$ cat config.mk
export PLATFORM = sky130hd
export DESIGN_NAME = uart_inst_loader_flat
export DESIGN_NICKNAME = d
export VERILOG_FILES = /design/src/rtl/uart_inst_loader_if.sv /design/src/rtl/uart_inst_loader.sv /design/src/flat_wrapper.sv
export SDC_FILE = /design/constraint.sdc
export NUM_CORES = 1
export LEC_CHECK = 0
export ABC_AREA = 0
export BUFFER_PORTS_ARGS = -buffer_cell sky130_fd_sc_hd__buf_2
export CORE_ASPECT_RATIO = 1.75
export CORE_MARGIN = 4
export CORE_UTILIZATION = 55
export CTS_BUF_LIST = sky130_fd_sc_hd__clkbuf_16
export CTS_CLUSTER_DIAMETER = 120
export CTS_CLUSTER_SIZE = 12
export DETAILED_ROUTE_END_ITERATION = 8
export HOLD_SLACK_MARGIN = 0.12
export PLACE_DENSITY = 0.76
export SETUP_SLACK_MARGIN = 0.1
export SLEW_MARGIN = 20
export SYNTH_ARGS = -nofsm -noshare
export SYNTH_HDL_FRONTEND = slang
export SYNTH_SLANG_ARGS = --single-unit
export TNS_END_PERCENT = 10
$ cat constraint.sdc
create_clock -name clk -period 4.16 [get_ports clk]
set_clock_uncertainty 0.2 [all_clocks]
set_input_delay 0 -clock clk [delete_from_list [all_inputs] [get_ports clk]]
set_output_delay 0 -clock clk [all_outputs]
set_load 0.02 [all_outputs]
$ cat src/rtl/uart_inst_loader_if.sv
// uart_inst_loader_if: serial-in / RAM-write-out bundle of the boot loader.
//   rx      : UART serial line, idle high
//   we      : instruction RAM write strobe, one cycle per word
//   waddr   : byte address of the written word
//   wdata   : instruction word
//   cpu_rst : core reset, low only once the image is accepted
//   busy    : load in progress
//   done    : sticky, image accepted
//   err     : sticky, load failed
interface uart_inst_loader_if;
    logic        rx;
    logic        we;
    logic [31:0] waddr;
    logic [31:0] wdata;
    logic        cpu_rst;
    logic        busy;
    logic        done;
    logic        err;
    modport master (input rx, output we, waddr, wdata, cpu_rst, busy, done, err);
    modport slave (output rx, input we, waddr, wdata, cpu_rst, busy, done, err);
endinterface

$ cat src/rtl/uart_inst_loader.sv
// uart_inst_loader: receives a program image over 8N1 UART and writes it into instruction RAM.
//   clk, rst : system clock, synchronous active-high reset
//   bus      : uart_inst_loader_if.master (rx in; we/waddr/wdata/cpu_rst/busy/done/err out)
//   Image format: 16-bit little-endian word count N, then 4N little-endian payload bytes.
//   Define LOADER_CHECKSUM_EN to require a trailing mod-256 sum byte of the payload.
module uart_inst_loader #(
    parameter int CLKS_PER_BIT = 434,
    parameter int DEPTH_WORDS  = 1024
) (
    input logic                clk,
    input logic                rst,
    uart_inst_loader_if.master bus
);
    localparam int CW   = $clog2(CLKS_PER_BIT);
    localparam int HALF = CLKS_PER_BIT / 2;

    typedef enum logic [1:0] {R_IDLE, R_START, R_DATA, R_STOP} rx_state_t;
    typedef enum logic [2:0] {
        LEN_LO, LEN_HI, DATA,
`ifdef LOADER_CHECKSUM_EN
        CSUM,
`endif
        DONE, ERR
    } ld_state_t;

    rx_state_t     rs;
    ld_state_t     ls;
    logic          rx_s1, rx_s2, rx_q;
    logic [CW-1:0] cnt;
    logic [2:0]    bit_idx;
    logic [7:0]    rb;
    logic          bv;
    logic [15:0]   len, idx, n;
    logic [1:0]    bcnt;
    logic [23:0]   part;
    logic          fin;
`ifdef LOADER_CHECKSUM_EN
    logic [7:0]    csum;
`endif

    // Word count as it stands once the high length byte arrives.
    assign n   = {rb, len[7:0]};
    assign fin = (ls == DONE) || (ls == ERR);

    always_ff @(posedge clk) begin
        if (rst) begin
            rx_s1       <= 1'b1;
            rx_s2       <= 1'b1;
            rx_q        <= 1'b1;
            rs          <= R_IDLE;
            cnt         <= '0;
            bit_idx     <= '0;
            rb          <= '0;
            bv          <= 1'b0;
            ls          <= LEN_LO;
            len         <= '0;
            idx         <= '0;
            bcnt        <= '0;
            part        <= '0;
            bus.we      <= 1'b0;
            bus.waddr   <= '0;
            bus.wdata   <= '0;
            bus.cpu_rst <= 1'b1;
            bus.busy    <= 1'b0;
            bus.done    <= 1'b0;
            bus.err     <= 1'b0;
`ifdef LOADER_CHECKSUM_EN
            csum        <= '0;
`endif
        end else begin
            rx_s1  <= bus.rx;
            rx_s2  <= rx_s1;
            rx_q   <= rx_s2;
            bv     <= 1'b0;
            bus.we <= 1'b0;
            case (rs)
                R_IDLE: if (rx_q && !rx_s2) begin
                    rs  <= R_START;
                    cnt <= '0;
                end
                // Mid-start re-check: a line already back high was a glitch.
                R_START: if (cnt == CW'(HALF - 1)) begin
                    cnt     <= '0;
                    bit_idx <= '0;
                    rs      <= rx_s2 ? R_IDLE : R_DATA;
                    if (!rx_s2 && !fin) bus.busy <= 1'b1;
                end else cnt <= cnt + 1'b1;
                R_DATA: if (cnt == CW'(CLKS_PER_BIT - 1)) begin
                    cnt     <= '0;
                    rb      <= {rx_s2, rb[7:1]};
                    bit_idx <= bit_idx + 1'b1;
                    if (bit_idx == 3'd7) rs <= R_STOP;
                end else cnt <= cnt + 1'b1;
                // Returning to idle right at the stop sample lets a back-to-back start edge be seen.
                R_STOP: if (cnt == CW'(CLKS_PER_BIT - 1)) begin
                    cnt <= '0;
                    rs  <= R_IDLE;
                    bv  <= rx_s2;
                    if (!rx_s2 && !fin) begin
                        ls       <= ERR;
                        bus.err  <= 1'b1;
                        bus.busy <= 1'b0;
                    end
                end else cnt <= cnt + 1'b1;
                default: rs <= R_IDLE;
            endcase
            if (bv) begin
                case (ls)
                    LEN_LO: begin
                        len[7:0] <= rb;
                        ls       <= LEN_HI;
                    end
                    LEN_HI: if (n == '0 || {16'd0, n} > 32'(DEPTH_WORDS)) begin
                        ls       <= ERR;
                        bus.err  <= 1'b1;
                        bus.busy <= 1'b0;
                    end else begin
                        len[15:8] <= rb;
                        ls        <= DATA;
                    end
                    DATA: begin
`ifdef LOADER_CHECKSUM_EN
                        csum <= csum + rb;
`endif
                        bcnt <= bcnt + 1'b1;
                        part <= {rb, part[23:8]};
                        if (bcnt == 2'd3) begin
                            bus.we    <= 1'b1;
                            bus.waddr <= {14'd0, idx, 2'b00};
                            bus.wdata <= {rb, part};
                            idx       <= idx + 1'b1;
                            if (idx == len - 1'b1) begin
`ifdef LOADER_CHECKSUM_EN
                                ls <= CSUM;
`else
                                ls          <= DONE;
                                bus.done    <= 1'b1;
                                bus.cpu_rst <= 1'b0;
                                bus.busy    <= 1'b0;
`endif
                            end
                        end
                    end
`ifdef LOADER_CHECKSUM_EN
                    CSUM: if (rb == csum) begin
                        ls          <= DONE;
                        bus.done    <= 1'b1;
                        bus.cpu_rst <= 1'b0;
                        bus.busy    <= 1'b0;
                    end else begin
                        ls       <= ERR;
                        bus.err  <= 1'b1;
                        bus.busy <= 1'b0;
                    end
`endif
                    default: ;
                endcase
            end
        end
    end
endmodule

$ cat src/flat_wrapper.sv
// flat-port wrapper written by rule: the top's interface ports become plain ports
module uart_inst_loader_flat 
#(
    parameter int CLKS_PER_BIT = 434,
    parameter int DEPTH_WORDS  = 1024
)
  (clk, rst, bus_rx, bus_we, bus_waddr, bus_wdata, bus_cpu_rst, bus_busy, bus_done, bus_err);
  uart_inst_loader_if bus_i ();
  input logic clk;
  input logic rst;
  input wire logic [$bits(bus_i.rx)-1:0] bus_rx;
  output wire logic [$bits(bus_i.we)-1:0] bus_we;
  output wire logic [$bits(bus_i.waddr)-1:0] bus_waddr;
  output wire logic [$bits(bus_i.wdata)-1:0] bus_wdata;
  output wire logic [$bits(bus_i.cpu_rst)-1:0] bus_cpu_rst;
  output wire logic [$bits(bus_i.busy)-1:0] bus_busy;
  output wire logic [$bits(bus_i.done)-1:0] bus_done;
  output wire logic [$bits(bus_i.err)-1:0] bus_err;
  assign bus_i.rx = bus_rx;
  assign bus_we = bus_i.we;
  assign bus_waddr = bus_i.waddr;
  assign bus_wdata = bus_i.wdata;
  assign bus_cpu_rst = bus_i.cpu_rst;
  assign bus_busy = bus_i.busy;
  assign bus_done = bus_i.done;
  assign bus_err = bus_i.err;
  uart_inst_loader #(.CLKS_PER_BIT(CLKS_PER_BIT), .DEPTH_WORDS(DEPTH_WORDS)) u_core (.clk(clk), .rst(rst), .bus(bus_i));
endmodule
==> results of run 1 <==
## sequential cells by signal, summed over array words and instances, names as in the netlist, 3 cells and up, named ones only
signal	count
u_core.bit_idx	3
u_core.bus.waddr	16
u_core.bus.wdata	32
u_core.cnt	9
u_core.idx	16
u_core.len	16
u_core.ls	3
u_core.part	24
u_core.rb	8
## synth_stat cells (all sizes together), types with 2 or more instances
| cell | instances |
|---|---|
| nor4 | 6 |
| buf | 20 |
| nor4b | 2 |
| a21oi | 105 |
| o211a | 2 |
| a221oi | 2 |
| and2 | 5 |
| nand4b | 3 |
| nor2b | 4 |
| mux2i | 5 |
| a211oi | 4 |
| nand2b | 5 |
| o21a | 3 |
| a311oi | 4 |
| inv | 18 |
| and4 | 3 |
| or2 | 6 |
| nor3b | 2 |
| o211ai | 2 |
| and3 | 8 |
| a2111oi | 2 |
| nor2 | 47 |
| xor2 | 15 |
| dfxtp | 140 |
| a31oi | 12 |
| nand3b | 2 |
| or3 | 8 |
| clkbuf | 43 |
| xnor2 | 13 |
| nand3 | 26 |
| nand2 | 189 |
| o21ai | 12 |
| a21o | 2 |
| a41oi | 2 |
| ha | 12 |
| nor3 | 10 |
| nand4 | 10 |
## per-stage QoR
stage | hold WS, ps | power, mW | area (um^2) | utilization | cells
2_1_floorplan | -96.2 | 1.46 | 6290 | - | 789
3_3_place_gp | -17.8 | 1.46 | 6480 | 0.584 | 918
3_5_place_dp | -13.2 | 1.46 | 6480 | 0.584 | 918
4_1_cts | 214 | 2.95 | 7100 | 0.639 | 953
5_1_grt | 245 | 3.03 | 7100 | 0.639 | 953
6_report | 213 | 2.93 | 7100 | 0.639 | 953
## metal layers
layer / track usage / part of all wire / up-vias / wire length (um)
met5: 0 / 0 / - / 0
met4: 0.0908 / 0.022 / 0 / 321
met3: 0.0498 / 0.040 / 33 / 578
met2: 0.412 / 0.55 / 142 / 7910
met1: 0.246 / 0.39 / 2518 / 5580
li1: - / - / 2675 / -
## worst max-delay path: stages, from the launching register on
cell and delay [ps]:
sky130_fd_sc_hd__dfxtp_1 380, sky130_fd_sc_hd__inv_1 90, sky130_fd_sc_hd__ha_1 340, sky130_fd_sc_hd__or4b_1 490, sky130_fd_sc_hd__or3_1 390, sky130_fd_sc_hd__a21oi_1 150
sky130_fd_sc_hd__mux2i_1 110, sky130_fd_sc_hd__a2111oi_4 410, sky130_fd_sc_hd__a32o_1 240
## logic make-up (layout without fill, tap and decap cells)
kind of cell               count (synthesis)  count (layout)  share of synthesized area
and+or+nand+nor                          343             343                      0.260
AOI/OAI and AO/OA                        162             162                      0.154
DFF                                      140             140                      0.449
buffers and inverters                     81             113                     0.0594
xor gates and xnor gates                  29              29                     0.0429
adders and majority gates                 12              12                     0.0241
muxes                                      6               6                    0.00983
other                                      1              16                   0.000601
## area by class of cell
| type | count | area (um^2) | area share |
|---|---|---|---|
| clock inverters | 15 | 163 | 0.0229 |
| inverters | 18 | 67.6 | 0.00952 |
| clock buffers | 17 | 425 | 0.0599 |
| repair buffers | 63 | 345 | 0.0487 |
| multi-input cells | 568 | 3130 | 0.441 |
| flip-flops and latches | 140 | 2800 | 0.395 |
| well taps | 132 | 165 | 0.0233 |
## worst max path at each step
stage | startpoint | endpoint | slack [ps] | cells after the start
6_report | u_core.len[0] | u_core.bus.done | 1290 | 8
5_1_grt | u_core.len[0] | u_core.len[9] | 1040 | 8
4_1_cts | u_core.len[0] | u_core.bus.done | 1290 | 8
3_5_place_dp | u_core.len[0] | u_core.bus.done | 1310 | 8
3_3_place_gp | u_core.len[0] | u_core.bus.done | 1380 | 8
2_1_floorplan | u_core.len[0] | u_core.bus.done | 1530 | 10
## power groups by stage
stage	Clock [mW]	Sequential (mW)	Combinational (mW)
3_3_place_gp	0	1.38	0.0813
6_report	1.50	1.35	0.0881
3_5_place_dp	0	1.38	0.0837
4_1_cts	1.51	1.35	0.0867
5_1_grt	1.58	1.35	0.0983
2_1_floorplan	0	1.38	0.0792
==> metrics.md, run 1 <==
| Metric | Value |
|---|---|
| Status | `completed` |
| Proportion of synthesized flip-flops having asynchronous set or reset | `0` |
| Reg-to-Reg Start | `u_core.len[0]` |
| Global route overflow | `0` |
| P&R area growth vs syn | `13.8%` |
| Max VDD drop | `0.000394 V` |
| Number of max-cap violations | `0` |
| Power density relative to cell area | `413 mW/mm^2` |
| Clock period minus worst slack | `2870 ps` |
| Clock group share of total power | `0.510` |
| Fill cells | `940` |
| Yosys warns | `0` |
| Actual slew at the worst max-slew pin | `752 ps` |
| Die outline height | `149 um` |
| Post-synthesis cell type with the largest combined area | `sky130_fd_sc_hd__dfxtp_1` |
| Startpoint Class | `flop` |
| Post-cts resize count | `0` |
| Leading cell types in the layout, fill and taps excluded | `189 x sky130_fd_sc_hd__nand2_1, 140 x sky130_fd_sc_hd__dfxtp_1, 104 x sky130_fd_sc_hd__a21oi_1` |
| R2R cell count | `8` |
| Die boundary width | `88.5 um` |
| Maximum number of pins on one net before global-route repair | `78` |
| Most common flop cell mapped by yosys | `sky130_fd_sc_hd__dfxtp_1` |
| Number of H-tree levels | `4` |
| Startpoint of the most critical hold path | `u_core.rx_s1` |
| WL final | `14400 um` |
| Number of optimization iterations in the first detailed-route pass | `4` |
| Wire length of the first global-routing pass | `23900 um` |
| Worst path setup slack after routing | `1290 ps` |
| Net total in the final layout | `823` |
| Proportion of layout cells with a drive suffix above 1 | `0.133` |
| Drt initial violations | `309` |
| Count of unresolved DRC violations after routing | `0` |
| Worst Setup End Kind | `flop` |
| Clock buffer count from CTS | `17` |
| TritonCTS clock tree | `done` |
| Clock tree buffer depth | `2` |
| Leakage dissipation | `2.73 nW` |
| Top-level I/O count | `72` |
| Area of the mapped netlist | `0.00624 mm^2` |
| Setup repair bufs after CTS | `0` |
| Core area | `0.0111 mm^2` |
| Crit path arrival time | `3030 ps` |
| Max-slew headroom | `0.499` |
| Antenna violations before repair | `0` |
| Post-synth cell types | `66` |
| Fraction of the yosys area taken by sequential cells | `0.449` |
| Vias | `5368` |
| Latest clock arrival within the worst-skew pair | `420 ps` |
| RSZ-0062 raised after global routing | `no` |
| Final RePlAce weighted congestion | `0.882` |
| Number of placement rows | `51` |
| Routed length per instance | `15.1 um` |
| Switching part of the total | `0.230` |
| Placed wire-length estimate | `10100 um` |
| Starting density of the core | `0.562` |
| Number of hold-repair buffers added at the cts stage | `3` |
| Mean cell area of the mapped netlist | `8.06 um^2` |
| Clk Tree Root Cell | `sky130_fd_sc_hd__clkbuf_16` |
| Class of the tightest hold or removal check | `flop to flop` |
| Largest cells by area after synthesis | `sky130_fd_sc_hd__dfxtp_1 45%, sky130_fd_sc_hd__nand2_1 11%, sky130_fd_sc_hd__a21oi_1 8.3%` |
| Share of the clock period used by the worst path | `0.689` |
| Hold Path Stages | `1` |
| Critical path class | `flop to flop` |
| Comb power frac | `0.030` |
| Crit-path max FO | `10` |
| Highest Clock Rate | `349 MHz` |
| Net switching power of the design | `0.675 mW` |
| Number of enable flip-flop cells after synthesis | `0` |
| Via count of the first global-routing pass | `5261` |
| Routed via count divided by cell count | `5.63` |
| Final Hold Violating Endpoints | `0` |
| Number of port buffers | `55` |
| GRT Overall Usage | `0.226` |
| Area share of the largest cell type after synthesis | `0.449` |
| Sequential share of power | `0.460` |
| Antenna-violating nets left | `0` |
| Internal Power | `2.26 mW` |
| Number of cells produced by synthesis | `774` |
| Synthesis-stage register bit count | `140` |
| Endpoint of the worst register-to-register path | `u_core.bus.done` |
| Hold Path Sink | `u_core.rx_s2` |
| Worst setup slack after placement | `1310 ps` |
| Diodes inserted | `0` |
| Critical path required time | `4320 ps` |
| Most common cell after layout, fill and taps aside | `sky130_fd_sc_hd__nand2_1` |
| Full die area | `0.0132 mm^2` |
| Worst R2R Setup Slack | `1290 ps` |
| Clk slew on worst S/H paths | `60 ps` |
| Final setup violation count | `0` |
| Final sum of negative setup slack | `0 ps` |
| Number of sinks on the clock net | `140` |
| Number of pins with negative max-slew slack in the final report | `0` |
Power figures use the tool's default switching activity.
==> run 2, diff against run 1 <==
==> constraint.sdc (replaced) <==
create_clock -name clk -period 2.96 [get_ports clk]
set_clock_uncertainty 0.2 [all_clocks]
set_input_delay 0 -clock clk [delete_from_list [all_inputs] [get_ports clk]]
set_output_delay 0 -clock clk [all_outputs]
set_load 0.02 [all_outputs]
==> run 2 against run 1 <==
  * Hold slack worse by 3.4 ps
  * Combinational power grew 41%
  * Setup slack got worse by 1100 ps
  * Total power up 47%
  * Register-to-register slack lost 1100 ps
  * Core utilization grew 1.1 points
  * Non-clock buffer count up 8
  * Critical path depth increased by 1
  * Sequential share of layout area fell by 0.67 points
  * Via count rose by 1.1%
  * Critical path type unchanged
==> metrics.md, run 2 (synthesis results as in run 1) <==
| Metric | Value |
|---|---|
| Status | `completed` |
| Share of the clock period used by the worst path | `0.925 (+0.235)` |
| Number of placement rows | `51 (unchanged)` |
| Critical path buffer and inverter count | `2 (+1)` |
| Number of optimization iterations in the first detailed-route pass | `6 (+2)` |
| Max FFs per register | `32 (unchanged)` |
| Max VDD drop | `0.000482 V (+22%)` |
| Most common cell after layout, fill and taps aside | `sky130_fd_sc_hd__nand2_1` |
| Final design instance area without fill | `0.00722 mm^2 (+1.8%)` |
| Clk slew on worst S/H paths | `60 ps (about the same)` |
| Starting density of the core | `0.562 (unchanged)` |
| TritonCTS clock tree | `done` |
| Count of unresolved DRC violations after routing | `0 (unchanged)` |
| Slowest cell on the critical path | `sky130_fd_sc_hd__or4b_1` |
| Drt initial violations | `318 (+2.9%)` |
| Class of the tightest hold or removal check | `flop to flop` |
| Routed length per instance | `15.3 um (+1.2%)` |
| Proportion of layout cells with a drive suffix above 1 | `0.145 (+0.0120)` |
| Placed wire-length estimate | `10200 um (+1.5%)` |
| Final RePlAce weighted congestion | `0.877 (-0.50%)` |
| DR WL met3 | `589 um (+1.9%)` |
| Metal1 wirelength | `5710 um (+2.3%)` |
| Startpoint Class | `flop` |
| Power density relative to cell area | `596 mW/mm^2 (+44%)` |
| Crit-path max FO | `7 (-3)` |
| Number of pins with negative max-slew slack in the final report | `0 (unchanged)` |
| Final sum of negative setup slack | `0 ps (unchanged)` |
| Final total power | `4.31 mW (+47%)` |
| Clock period minus worst slack | `2740 ps (-131 ps)` |
| Clock buffer count from CTS | `17 (unchanged)` |
| Highest Clock Rate | `365 MHz (+4.8%)` |
| GRT Overall Usage | `0.236 (+0.00946)` |
| Global route overflow | `0 (unchanged)` |
| Leading cell types in the layout, fill and taps excluded | `189 x sky130_fd_sc_hd__nand2_1, 139 x sky130_fd_sc_hd__dfxtp_1, 103 x sky130_fd_sc_hd__a21oi_1` |
| RSZ-0062 raised after global routing | `no` |
| Startpoint of the most critical hold path | `u_core.rx_s1` |
| Highest metal layer with signal wires | `met4` |
| Launching element of the worst setup path | `u_core.len[1]` |
| Actual slew at the worst max-slew pin | `818 ps (+66.5 ps)` |
| Area after detailed placement | `0.00651 mm^2 (+0.46%)` |
| Number of sinks on the clock net | `140 (unchanged)` |
| Top flop regs | `u_core.bus.wdata: 32 flops, u_core.part: 24 flops` |
| Via count of the first global-routing pass | `5230 (-0.59%)` |
| Leakage dissipation | `2.79 nW (+2.3%)` |
| Max-slew headroom | `0.455 (-0.0443)` |
| Worst path setup slack after routing | `223 ps (-1070 ps)` |
| Full die area | `0.0132 mm^2 (unchanged)` |
| Number of H-tree levels | `4 (unchanged)` |
| Fill cells | `915 (-2.7%)` |
| Routed wl met2 | `7850 um (-0.85%)` |
| Wire length of the first global-routing pass | `24700 um (+3.3%)` |
| Critical path class | `flop to flop` |
| Latest clock arrival within the worst-skew pair | `430 ps (about the same)` |
| Register ranked first by flip-flop count | `u_core.bus.wdata` |
| Diodes inserted | `0 (unchanged)` |
| Routed via count divided by cell count | `5.65 (+0.29%)` |
| Final setup violation count | `0 (unchanged)` |
| Clk Tree Root Cell | `sky130_fd_sc_hd__clkbuf_16` |
| Maximum number of pins on one net before global-route repair | `85 (+9.0%)` |
| Number of port buffers | `55 (unchanged)` |
| Net total in the final layout | `831 (+0.97%)` |
| Crit path max-delay family | `simple AND/OR/NAND/NOR gates` |
| Number of max-cap violations | `0 (unchanged)` |
| Reg-to-Reg Start | `u_core.len[1]` |
| Worst setup slack after placement | `80.8 ps (-1230 ps)` |
| Largest incremental delay on the critical path | `460 ps (-30 ps)` |
| Worst Setup End Kind | `flop` |
| Die boundary width | `88.5 um (unchanged)` |
| Top-level I/O count | `72 (unchanged)` |
| Clock tree buffer depth | `2 (unchanged)` |
| Final Hold Violating Endpoints | `0 (unchanged)` |
| Antenna violations before repair | `0 (unchanged)` |
| WL final | `14700 um (+2.0%)` |
| Crit path arrival time | `2820 ps (-210 ps)` |
| Chain of cells forming the critical path | `inv_1, ha_4, or4b_1, or3_1, a21oi_2, mux2i_1, a2111oi_4, buf_4, a31oi_1` |
| Core area | `0.0111 mm^2 (unchanged)` |
| P&R area growth vs syn | `15.8%` |
| Vias | `5429 (+1.1%)` |
| Antenna-violating nets left | `0 (unchanged)` |
| Hold slack final | `209 ps (-3.41 ps)` |
| Die outline height | `149 um (unchanged)` |
| Critical path required time | `3050 ps (-1270 ps)` |
[run 2: cell types whose count changed in the layout (fill, tap and decap cells not counted), sizes merged]
| cell | previous run | this run |
|---|---|---|
| clkinvlp | 3 | 1 |
| inv | 27 | 24 |
| buf | 60 | 68 |
| bufinv | 2 | 4 |
| clkinv | 1 | 4 |
[run 2: metrics by stage]
stage / util / instances
finish: 0.650 / 961
global route: 0.650 / 961
CTS: 0.648 / 958
detailed placement: 0.586 / 922
global placement: 0.586 / 922
floorplan: - / 789
[run 2: worst paths after layout]
check	end	slack (ps)	depth (start not counted)
max	u_core.ls[2]	220	9
min	u_core.rx_s2	210	1
max reg2reg	u_core.ls[2]	220	9
min reg2reg	u_core.rx_s2	210	1
[run 2: repair_timing]
item                                    CTS  global route
endpoints found under the hold margin    79             0
setup buffers                             1             3
endpoints found under the setup margin    6             6
pin swaps                                 1             0
hold buffers                              3             0
gates resized for setup                   2             2
[run 2: where the power goes]
group / switching [mW] / internal, mW
Combinational: 0.0962 / 0.0276
Clock: 0.859 / 1.43
Sequential: 0.00615 / 1.89
[run 2: layout make-up]
type / instances / area, um^2 / area share
inverters: 18 / 67.6 / 0.00936
clock inverters: 15 / 210 / 0.0291
multi-input cells: 568 / 3140 / 0.435
repair buffers: 71 / 405 / 0.0561
clock buffers: 17 / 425 / 0.0589
well taps: 132 / 165 / 0.0229
flip-flops and latches: 140 / 2800 / 0.388
[run 2: metal layers]
metal  up-vias  track usage
met2       155        0.406
met1      2542        0.269
met5         -            0
li1       2688            -
met4         0        0.119
met3        44       0.0492
==> run 3, diff against run 2 <==
--- a/config.mk
+++ b/config.mk
@@ -8,7 +8,7 @@
 export ABC_AREA = 0
 export BUFFER_PORTS_ARGS = -buffer_cell sky130_fd_sc_hd__buf_2
 export CORE_ASPECT_RATIO = 1.75
-export CORE_MARGIN = 4
+export CORE_MARGIN = 2
 export CORE_UTILIZATION = 55
 export CTS_BUF_LIST = sky130_fd_sc_hd__clkbuf_16
 export CTS_CLUSTER_DIAMETER = 120
==> constraint.sdc (replaced) <==
create_clock -name clk -period 3.55 [get_ports clk]
set_clock_uncertainty 0.2 [all_clocks]
set_input_delay 0 -clock clk [delete_from_list [all_inputs] [get_ports clk]]
set_output_delay 0 -clock clk [all_outputs]
set_load 0.02 [all_outputs]
==> run 3 against run 2 <==
  * First-iteration DRC count is 7.2% lower
  * Combinational power is 16% lower
  * Via count down 0.26%
  * Setup slack better by 390 ps
  * Hold slack hardly changed
  * Highest routed layer unchanged
  * Register-to-register slack improved by 390 ps
  * Die area decreased by 7.1%
==> metrics.md, run 3 (synthesis results as in run 1) <==
| Metric | Value |
|---|---|
| Startpoint Class | `flop` |
| GRT Overall Usage | `0.245 (+0.00937)` |
| Post-cts resize count | `0 (-2)` |
| Vias | `5415 (-0.26%)` |
| Die boundary width | `84.5 um (-4.5%)` |
| Critical path class | `flop to flop` |
| Crit path arrival time | `3110 ps (+290 ps)` |
| Slowest cell on the critical path | `sky130_fd_sc_hd__or4b_1` |
| Antenna-violating nets left | `0 (unchanged)` |
| Number of instances in the placed design | `920 (-0.22%)` |
| Power density relative to cell area | `496 mW/mm^2 (-17%)` |
| Final total power | `3.54 mW (-18%)` |
| Clock period minus worst slack | `2940 ps (+204 ps)` |
| Clock tree buffer depth | `2 (unchanged)` |
| Number of optimization iterations in the first detailed-route pass | `5 (-1)` |
| Highest Clock Rate | `340 MHz (-6.9%)` |
| Latest clock arrival within the worst-skew pair | `420 ps (about the same)` |
| Most common cell after layout, fill and taps aside | `sky130_fd_sc_hd__nand2_1` |
| Setup repair bufs after CTS | `0 (-1)` |
| Chain of cells forming the critical path | `inv_1, ha_1, or4b_1, or3_1, a21oi_1, mux2i_1, a2111oi_4, a32o_1` |
| Status | `completed` |
| Antenna violations before repair | `0 (unchanged)` |
| Number of sinks on the clock net | `140 (unchanged)` |
| Class of the tightest hold or removal check | `flop to flop` |
| Max VDD drop | `0.000405 V (-16%)` |
| Die outline height | `145 um (-2.7%)` |
| Critical path required time | `3720 ps (+670 ps)` |
| RSZ-0062 raised after global routing | `no` |
| Net total in the final layout | `825 (-0.72%)` |
| Placed wire-length estimate | `10000 um (-2.1%)` |
| Drt initial violations | `295 (-7.2%)` |
| Number of max-cap violations | `0 (unchanged)` |
| Count of unresolved DRC violations after routing | `0 (unchanged)` |
| Via count of the first global-routing pass | `5228 (-0.038%)` |
| Share of the clock period used by the worst path | `0.828 (-0.0963)` |
| Final sum of negative setup slack | `0 ps (unchanged)` |
| Top-level I/O count | `72 (unchanged)` |
| Starting density of the core | `0.562 (unchanged)` |
| Clk slew on worst S/H paths | `60 ps (about the same)` |
| Proportion of layout cells with a drive suffix above 1 | `0.136 (-0.00867)` |
| Crit-path max FO | `10 (+3)` |
| Max FFs per register | `32 (unchanged)` |
| Fill cells | `939 (+2.6%)` |
| Leakage dissipation | `2.76 nW (-1.2%)` |
| Wire length of the first global-routing pass | `24400 um (-1.2%)` |
| Diodes inserted | `0 (unchanged)` |
| Number of pins with negative max-slew slack in the final report | `0 (unchanged)` |
| P&R area growth vs syn | `14.5%` |
| Fin util | `0.643 (-0.00710)` |
| Routed length per instance | `15.1 um (-0.92%)` |
| Area after detailed placement | `0.00649 mm^2 (-0.23%)` |
| Routed via count divided by cell count | `5.67 (+0.37%)` |
| Max-slew headroom | `0.512 (+0.0573)` |
| Worst Setup End Kind | `flop` |
| Global route overflow | `0 (unchanged)` |
| Multi-input gate area | `0.00313 mm^2 (-0.52%)` |
| Number of H-tree levels | `4 (unchanged)` |
| Critical path buffer and inverter count | `1 (-1)` |
| TritonCTS clock tree | `done` |
| Final Hold Violating Endpoints | `0 (unchanged)` |
| Number of hold-repair buffers added at the cts stage | `3 (unchanged)` |
| Full die area | `0.0122 mm^2 (-7.1%)` |
| Worst path setup slack after routing | `609 ps (+386 ps)` |
| Leading cell types in the layout, fill and taps excluded | `189 x sky130_fd_sc_hd__nand2_1, 140 x sky130_fd_sc_hd__dfxtp_1, 104 x sky130_fd_sc_hd__a21oi_1` |
| Final RePlAce weighted congestion | `0.887 (+1.1%)` |
| Register ranked first by flip-flop count | `u_core.bus.wdata` |
| Clk Tree Root Cell | `sky130_fd_sc_hd__clkbuf_16` |
| WL final | `14500 um (-1.5%)` |
| Sequential cell area | `0.00280 mm^2 (about the same)` |
| Largest incremental delay on the critical path | `490 ps (+30 ps)` |
| Crit path max-delay family | `simple AND/OR/NAND/NOR gates` |
| Final setup violation count | `0 (unchanged)` |
| Clock buffer count from CTS | `17 (unchanged)` |
| Number of placement rows | `51 (unchanged)` |
| Top flop regs | `u_core.bus.wdata: 32 flops, u_core.part: 24 flops` |
| Final design instance area without fill | `0.00714 mm^2 (-1.1%)` |
| Hold slack final | `209 ps (-0.284 ps)` |
| Number of port buffers | `55 (unchanged)` |
| Maximum number of pins on one net before global-route repair | `74 (-13%)` |
| Worst setup slack after placement | `638 ps (+557 ps)` |
| Actual slew at the worst max-slew pin | `732 ps (-86.0 ps)` |
| Final cell count without fillers | `955 (-0.62%)` |
| Core area | `0.0111 mm^2 (unchanged)` |
run 3: cell count changes in the layout (fill, tap and decap cells not counted), sizes merged:
cell | previous run | this run
buf | 68 | 62
clkinvlp | 1 | 2
clkinv | 4 | 5
inv | 24 | 22
run 3: report_power, final:
| part | internal, mW | leakage [nW] | switching, mW |
|---|---|---|---|
| clock network | 1.17 | 0.305 | 0.683 |
| registers | 1.58 | 1.13 | 0.00506 |
| logic | 0.0230 | 1.33 | 0.0807 |
run 3: layout make-up:
class                      count  share of cell area
multi-input combinational    568               0.438
sequential                   140               0.392
clock buffer                  17              0.0596
timing repair buffer          65              0.0504
clock inverter                15              0.0272
tap                          132              0.0231
inverter                      18             0.00946
run 3: worst paths after layout:
| check | startpoint | endpoint | slack [ps] | cells past startpoint |
|---|---|---|---|---|
| worst max-delay path | u_core.len[0] | u_core.bus.done | 610 | 8 |
| worst min-delay path | u_core.rx_s1 | u_core.rx_s2 | 210 | 1 |
| worst max register to register | u_core.len[0] | u_core.bus.done | 610 | 8 |
| worst min register to register | u_core.rx_s1 | u_core.rx_s2 | 210 | 1 |
run 3: metal layers:
metal,routed length (um),vias to the layer above,part of all wire,GRT usage
met2,7910,150,0.55,0.452
li1,-,2679,-,-
met3,504,35,0.035,0.0482
met1,5650,2551,0.39,0.268
met4,384,0,0.027,0.110
met5,0,-,0,0
